## src/rtl/pll_freq_monitor.sv

```systemverilog
// pll_freq_monitor
// Counts rising edges of an asynchronous measured clock over a fixed window
// of system clocks, checks the count against an expected value, keeps a
// debounced lock status and a sticky fault for "PLL claims LOCKED while the
// measured frequency is out of range".
module pll_freq_monitor #(
    parameter int WINDOW         = 1000,
    parameter int EXPECTED       = 200,
    parameter int TOLERANCE      = 2,
    parameter int LOCK_WINDOWS   = 4,
    parameter int UNLOCK_WINDOWS = 2,
    parameter int CNT_WIDTH      = 16
) (
    input  logic                 clk,
    input  logic                 RST,
    input  logic                 en,
    input  logic                 meas_clk,
    input  logic                 pll_locked,
    output logic [CNT_WIDTH-1:0] edge_count,
    output logic                 count_valid,
    output logic                 in_range,
    output logic                 locked,
    output logic                 fault
);

    localparam int WIN_W   = $clog2(WINDOW);
    localparam int RUN_MAX = (LOCK_WINDOWS > UNLOCK_WINDOWS) ? LOCK_WINDOWS : UNLOCK_WINDOWS;
    localparam int RUN_W   = $clog2(RUN_MAX + 1);

    localparam logic [WIN_W-1:0]     WIN_LAST  = WIN_W'(WINDOW - 1);
    localparam logic [CNT_WIDTH-1:0] CNT_MAX   = {CNT_WIDTH{1'b1}};
    localparam logic [RUN_W-1:0]     RUN_SAT   = RUN_W'(RUN_MAX);
    localparam logic [RUN_W-1:0]     LOCK_THR  = RUN_W'(LOCK_WINDOWS);
    localparam logic [RUN_W-1:0]     UNLCK_THR = RUN_W'(UNLOCK_WINDOWS);
    // Lower bound clamps at zero so the unsigned compare never wraps.
    localparam logic [31:0] LO_BOUND = (EXPECTED > TOLERANCE) ? 32'(EXPECTED - TOLERANCE) : 32'd0;
    localparam logic [31:0] HI_BOUND = 32'(EXPECTED + TOLERANCE);

    typedef enum logic [1:0] {
        ST_IDLE    = 2'd0,
        ST_SETTLE  = 2'd1,
        ST_MEASURE = 2'd2
    } state_t;

    state_t r_state;
    state_t w_next_state;

    logic                 r_meas_s1;
    logic                 r_meas_s2;
    logic                 r_meas_hist;
    logic                 r_pll_s1;
    logic                 r_pll_s2;
    logic [WIN_W-1:0]     r_win_cnt;
    logic [CNT_WIDTH-1:0] r_edge_cnt;
    logic [RUN_W-1:0]     r_good_run;
    logic [RUN_W-1:0]     r_bad_run;
    logic [CNT_WIDTH-1:0] r_edge_count;
    logic                 r_count_valid;
    logic                 r_in_range;
    logic                 r_locked;
    logic                 r_fault;

    logic                 w_rise;
    logic                 w_terminal;
    logic                 w_close;
    logic [CNT_WIDTH-1:0] w_final;
    logic [31:0]          w_final_ext;
    logic                 w_in_range;
    logic [RUN_W-1:0]     w_good_next;
    logic [RUN_W-1:0]     w_bad_next;
    logic                 w_locked_next;

    // Saturating increment for the edge counter.
    function automatic logic [CNT_WIDTH-1:0] sat_inc_cnt(input logic [CNT_WIDTH-1:0] v,
                                                         input logic inc);
        if (inc && (v != CNT_MAX)) begin
            return v + CNT_WIDTH'(1);
        end else begin
            return v;
        end
    endfunction

    // Saturating increment for the good/bad window run counters.
    function automatic logic [RUN_W-1:0] sat_inc_run(input logic [RUN_W-1:0] v);
        if (v != RUN_SAT) begin
            return v + RUN_W'(1);
        end else begin
            return v;
        end
    endfunction

    assign w_rise      = r_meas_s2 & ~r_meas_hist;
    assign w_terminal  = (r_state != ST_IDLE) && (r_win_cnt == WIN_LAST);
    assign w_close     = (r_state == ST_MEASURE) && w_terminal;
    // A rise seen in the terminal cycle still belongs to the closing window.
    assign w_final     = sat_inc_cnt(r_edge_cnt, w_rise);
    assign w_final_ext = 32'(w_final);
    assign w_in_range  = (w_final_ext >= LO_BOUND) && (w_final_ext <= HI_BOUND);

    // Synchronize meas_clk and pll_locked into the clk domain, plus rise history.
    always_ff @(posedge clk or negedge RST) begin
        if (!RST) begin
            r_meas_s1   <= 1'b0;
            r_meas_s2   <= 1'b0;
            r_meas_hist <= 1'b0;
            r_pll_s1    <= 1'b0;
            r_pll_s2    <= 1'b0;
        end else begin
            r_meas_s1   <= meas_clk;
            r_meas_s2   <= r_meas_s1;
            r_meas_hist <= r_meas_s2;
            r_pll_s1    <= pll_locked;
            r_pll_s2    <= r_pll_s1;
        end
    end

    // State register.
    always_ff @(posedge clk or negedge RST) begin
        if (!RST) begin
            r_state <= ST_IDLE;
        end else begin
            r_state <= w_next_state;
        end
    end

    // Next-state logic: IDLE -> SETTLE -> MEASURE, en low always returns to IDLE.
    always_comb begin
        w_next_state = r_state;
        if (!en) begin
            w_next_state = ST_IDLE;
        end else begin
            case (r_state)
                ST_IDLE:    w_next_state = ST_SETTLE;
                ST_SETTLE:  w_next_state = w_terminal ? ST_MEASURE : ST_SETTLE;
                ST_MEASURE: w_next_state = ST_MEASURE;
                default:    w_next_state = ST_IDLE;
            endcase
        end
    end

    // Run-length update and lock decision for the window that is closing.
    always_comb begin
        w_good_next   = r_good_run;
        w_bad_next    = r_bad_run;
        w_locked_next = r_locked;
        if (w_in_range) begin
            w_good_next = sat_inc_run(r_good_run);
            w_bad_next  = {RUN_W{1'b0}};
        end else begin
            w_good_next = {RUN_W{1'b0}};
            w_bad_next  = sat_inc_run(r_bad_run);
        end
        if (w_good_next >= LOCK_THR) begin
            w_locked_next = 1'b1;
        end else if (w_bad_next >= UNLCK_THR) begin
            w_locked_next = 1'b0;
        end else begin
            w_locked_next = r_locked;
        end
    end

    // Window/edge counters and the registered results published at window close.
    always_ff @(posedge clk or negedge RST) begin
        if (!RST) begin
            r_win_cnt     <= {WIN_W{1'b0}};
            r_edge_cnt    <= {CNT_WIDTH{1'b0}};
            r_good_run    <= {RUN_W{1'b0}};
            r_bad_run     <= {RUN_W{1'b0}};
            r_edge_count  <= {CNT_WIDTH{1'b0}};
            r_count_valid <= 1'b0;
            r_in_range    <= 1'b0;
            r_locked      <= 1'b0;
            r_fault       <= 1'b0;
        end else if (!en) begin
            r_win_cnt     <= {WIN_W{1'b0}};
            r_edge_cnt    <= {CNT_WIDTH{1'b0}};
            r_good_run    <= {RUN_W{1'b0}};
            r_bad_run     <= {RUN_W{1'b0}};
            r_edge_count  <= {CNT_WIDTH{1'b0}};
            r_count_valid <= 1'b0;
            r_in_range    <= 1'b0;
            r_locked      <= 1'b0;
            r_fault       <= 1'b0;
        end else begin
            r_count_valid <= w_close;
            if ((r_state == ST_IDLE) || w_terminal) begin
                r_win_cnt  <= {WIN_W{1'b0}};
                r_edge_cnt <= {CNT_WIDTH{1'b0}};
            end else begin
                r_win_cnt  <= r_win_cnt + WIN_W'(1);
                r_edge_cnt <= w_final;
            end
            if (w_close) begin
                r_edge_count <= w_final;
                r_in_range   <= w_in_range;
                r_good_run   <= w_good_next;
                r_bad_run    <= w_bad_next;
                r_locked     <= w_locked_next;
                r_fault      <= r_fault | (~w_in_range & r_pll_s2);
            end
        end
    end

    assign edge_count  = r_edge_count;
    assign count_valid = r_count_valid;
    assign in_range    = r_in_range;
    assign locked      = r_locked;
    assign fault       = r_fault;

endmodule

```

## config.mk

```make
export PLATFORM = sky130hd
export DESIGN_NAME = pll_freq_monitor
export DESIGN_NICKNAME = d
export VERILOG_FILES = /design/src/rtl/pll_freq_monitor.sv
export SDC_FILE = /design/constraint.sdc
export NUM_CORES = 1
export LEC_CHECK = 0
export BUFFER_PORTS_ARGS = -buffer_cell sky130_fd_sc_hd__buf_2
export CAP_MARGIN = 5
export CORE_ASPECT_RATIO = 0.5
export CORE_MARGIN = 2
export CORE_UTILIZATION = 50
export CTS_BUF_LIST = sky130_fd_sc_hd__clkbuf_2
export DETAILED_ROUTE_END_ITERATION = 16
export PLACE_DENSITY = 0.68
export SYNTH_ARGS = -nofsm -noshare
export SYNTH_HDL_FRONTEND = slang
export SYNTH_SLANG_ARGS = --single-unit
```

## constraint.sdc

```tcl
create_clock -name clk -period 2.8 [get_ports clk]
set_clock_uncertainty 0.2 [all_clocks]
set_input_delay 0.14 -clock clk [delete_from_list [all_inputs] [get_ports clk]]
set_output_delay 0.14 -clock clk [all_outputs]
set_load 0.02 [all_outputs]
```

==> results_dict.tcl <==
set metrics [dict create \
    routedWlPerCell_um 15.55 \
    vias 2493 \
    ant_nets 0 \
    cp-endpoint "r_bad_run[1]" \
    yosysSeqAreaShare_pct 48.08 \
    antenna_found_initial 0 \
    drt_iter0_markers 177 \
    drt_pass1_iterations 4 \
    p_int_uw 1085 \
    num-nets-final 373 \
    clock.fmax_ghz 0.3686 \
    cts.clk_slew.worst_paths_ns 0.18 \
    synth_area_per_cell_um2 9.686 \
    core_um2 6006 \
    fp.dieArea_um2 6822 \
    via_per_inst 5.615 \
    p_switching_uw 368.5 \
    rsz0062_at_grt "no" \
    maxSlewViolCount 0 \
    initial_utilization_pct 51.13 \
    power_uw 1454 \
    syn_nets 328 \
    combPwrFrac_pct 4.0 \
    ios 25 \
    grt_usage_pct 23.06 \
    dp_hpwl_mm 4.893 \
    p_sw_share_pct 25.35 \
    cp.required_ns 3.02 \
    startpoint_type "flip-flop" \
    grt_max_degree 41 \
    overflow 0 \
    clkSinkCount 59 \
    ys_seq_elements 59 \
    synth_edf_count 0 \
    worst_pin_slew_ns 0.9233 \
    synth_flop_cell "dfrtp_1" \
    p_seq_share_pct 59.4 \
    rr_endpoint "r_bad_run[1]" \
    grt_pass1_wl_mm 11.84 \
    rows 20 \
    ir_worst_vdd_mv 0.2405 \
    cts_buffer_depth 2 \
    setup_viol 0 \
    chipWidth_um 114.8 \
    cts_tree "built" \
    n_antenna_cell 0 \
    fin_tns_setup_ns 0 \
    cts-buffers-inserted 9 \
    place_congestion 0.9526 \
    critical_path_class "reg2reg" \
    htree_levels 3 \
    nFillCells 563 \
    cp-startpoint "r_edge_cnt[1]" \
    outcome "finished clean" \
    final_common_cell "nor2_1" \
    hold_viol 0 \
    layout_common_cells "61 x nor2_1, 59 x dfrtp_1, 25 x nand2_1" \
    worstSkewPairLatency_ns 0.52 \
    r2r_slack_ns 0.09 \
    post-route-drc-count 0 \
    worst_setup_path_end_kind "flip-flop" \
    max-cap-violations 0 \
    syn_inst 317 \
    slew_headroom_pct 38.24 \
    die_y_um 59.41 \
    clock_power_share_pct 36.6 \
    regToRegStartpoint "r_edge_cnt[1]" \
    power.density_nw_per_um2 412.1 \
    area_growth_pct 14.87 \
    reg2reg_depth 9 \
    yosysUniqueCellTypes 55 \
    io_buffer_count 24 \
    critPathMaxFanout 8 \
    async_flop_share_pct 100.0 \
    arrival_ns 2.93 \
    fin_crit_ns 2.713 \
    synth.cell_area_um2 3070 \
    drive_gt1_share_pct 20.16 \
    ys_warn_count 0 \
    grt_pass1_vias 2444 \
    leakagePower_uw 0.001497 \
    cts-root-buf "clkbuf_2" \
    drt_wl_total_mm 6.904 \
    fin_crit_sh_pct 96.90 \
    hold_class "in2async" \
]
==> routing by layer <==
layer	share of wire [%]	global-route usage, %	vias up
li1	-	-	1212
met1	47	32.59	1223
met2	45	34.57	49
met3	6.5	7.362	9
met4	1.1	6.368	0
met5	0	0	-
==> power by group through the flow <==
stage	clock network (µW)	registers (µW)	logic (µW)
global placement	0	878	50.6
floorplan	0	878	23.8
CTS	551	864	58.1
detailed placement	0	879	52.2
finish	532	863	58.2
global route	589	865	66.4
==> registers in the layout, indices dropped and copies added, names as in the netlist, 2 cells and up <==
| register | count |
|---|---|
| edge_count | 16 |
| r_state | 2 |
| r_edge_cnt | 16 |
| r_bad_run | 3 |
| r_win_cnt | 10 |
| r_good_run | 3 |
==> synth_stat cells, types with 4 or more instances <==
cell type  number  area, µm²
xor2_1          8      70.07
xnor2_1        10      87.58
a21oi_1        16      80.08
nand4_1         9      56.30
clkbuf_1        7      26.28
o21a_1          4      30.03
nand3_1         7      35.03
ha_1            6      75.07
o21ai_0         9      45.04
inv_1           9      33.78
nand2b_1        5      31.28
nor4_1          4      25.02
a211oi_1       15      112.6
buf_4           4      30.03
nor3_1          7      35.03
nand2_1        25      93.84
nor2_1         61      229.0
dfrtp_1        59       1476
mux2i_1         4      40.04
==> through the flow <==
stage                     instances  setup slack, ns  util [%]  hold WS [ns]  instance area [µm²]
final                           444          0.08667     58.73       0.05597                 3527
after detailed placement        421          0.04817     55.56      -0.07537                 3337
after CTS                       442          0.03133     58.21       0.01581                 3496
after floorplan                 317           0.1743         -       -0.3556                 3070
after global routing            444        0.0004781     58.73       0.03723                 3527
after global placement          421           0.1096     55.56      -0.09254                 3337
==> worst max-delay path, stage by stage, from the launching register on <==
cell and delay, ns:
dfrtp_1 0.45, ha_2 0.22, nand4_1 0.19, nor4_4 0.07, or4_2 0.69, o211ai_4 0.12, nor4_4 0.07, buf_4 0.18
a211o_1 0.29, a21oi_1 0.15
==> what timing repair did <==
action | 4_1_cts | 5_1_grt
resized for setup | 0 | 3
hold buffers | 5 | 1
endpoints found under the hold margin | 66 | 1
buffers inserted | 0 | 1
setup endpoints to repair | 0 | 9
==> cells by family after synthesis <==
logic type	after synthesis	synth area share, %
AOI/OAI and AO/OA	62	14.51
xor gates and xnor gates	18	5.134
adders and majority gates	6	2.445
buffers and inverters	25	3.993
DFF	59	48.08
muxes	4	1.304
and+or+nand+nor	143	24.53
==> layout make-up <==
cell class	count	area, µm²	share of cell area, %
Timing Repair Buffer	49	322.8	9.152
Inverter	10	37.54	1.064
Sequential cell	59	1476	41.86
Clock buffer	11	55.05	1.561
Multi-Input combinational cell	233	1485	42.11
Clock inverter	5	53.80	1.525
Tap cell	77	96.34	2.731
==> worst min-delay path by stage <==
| stage | slack (ns) | to |
|---|---|---|
| floorplan | -0.36 | count_valid |
| global placement | -0.09 | r_win_cnt[5] |
| detailed placement | -0.08 | r_win_cnt[5] |
| CTS | 0.02 | r_pll_s1 |
| global route | 0.04 | r_meas_s1 |
| finish | 0.06 | r_state[0] |
No activity file was read; power rests on OpenSTA's default activity.
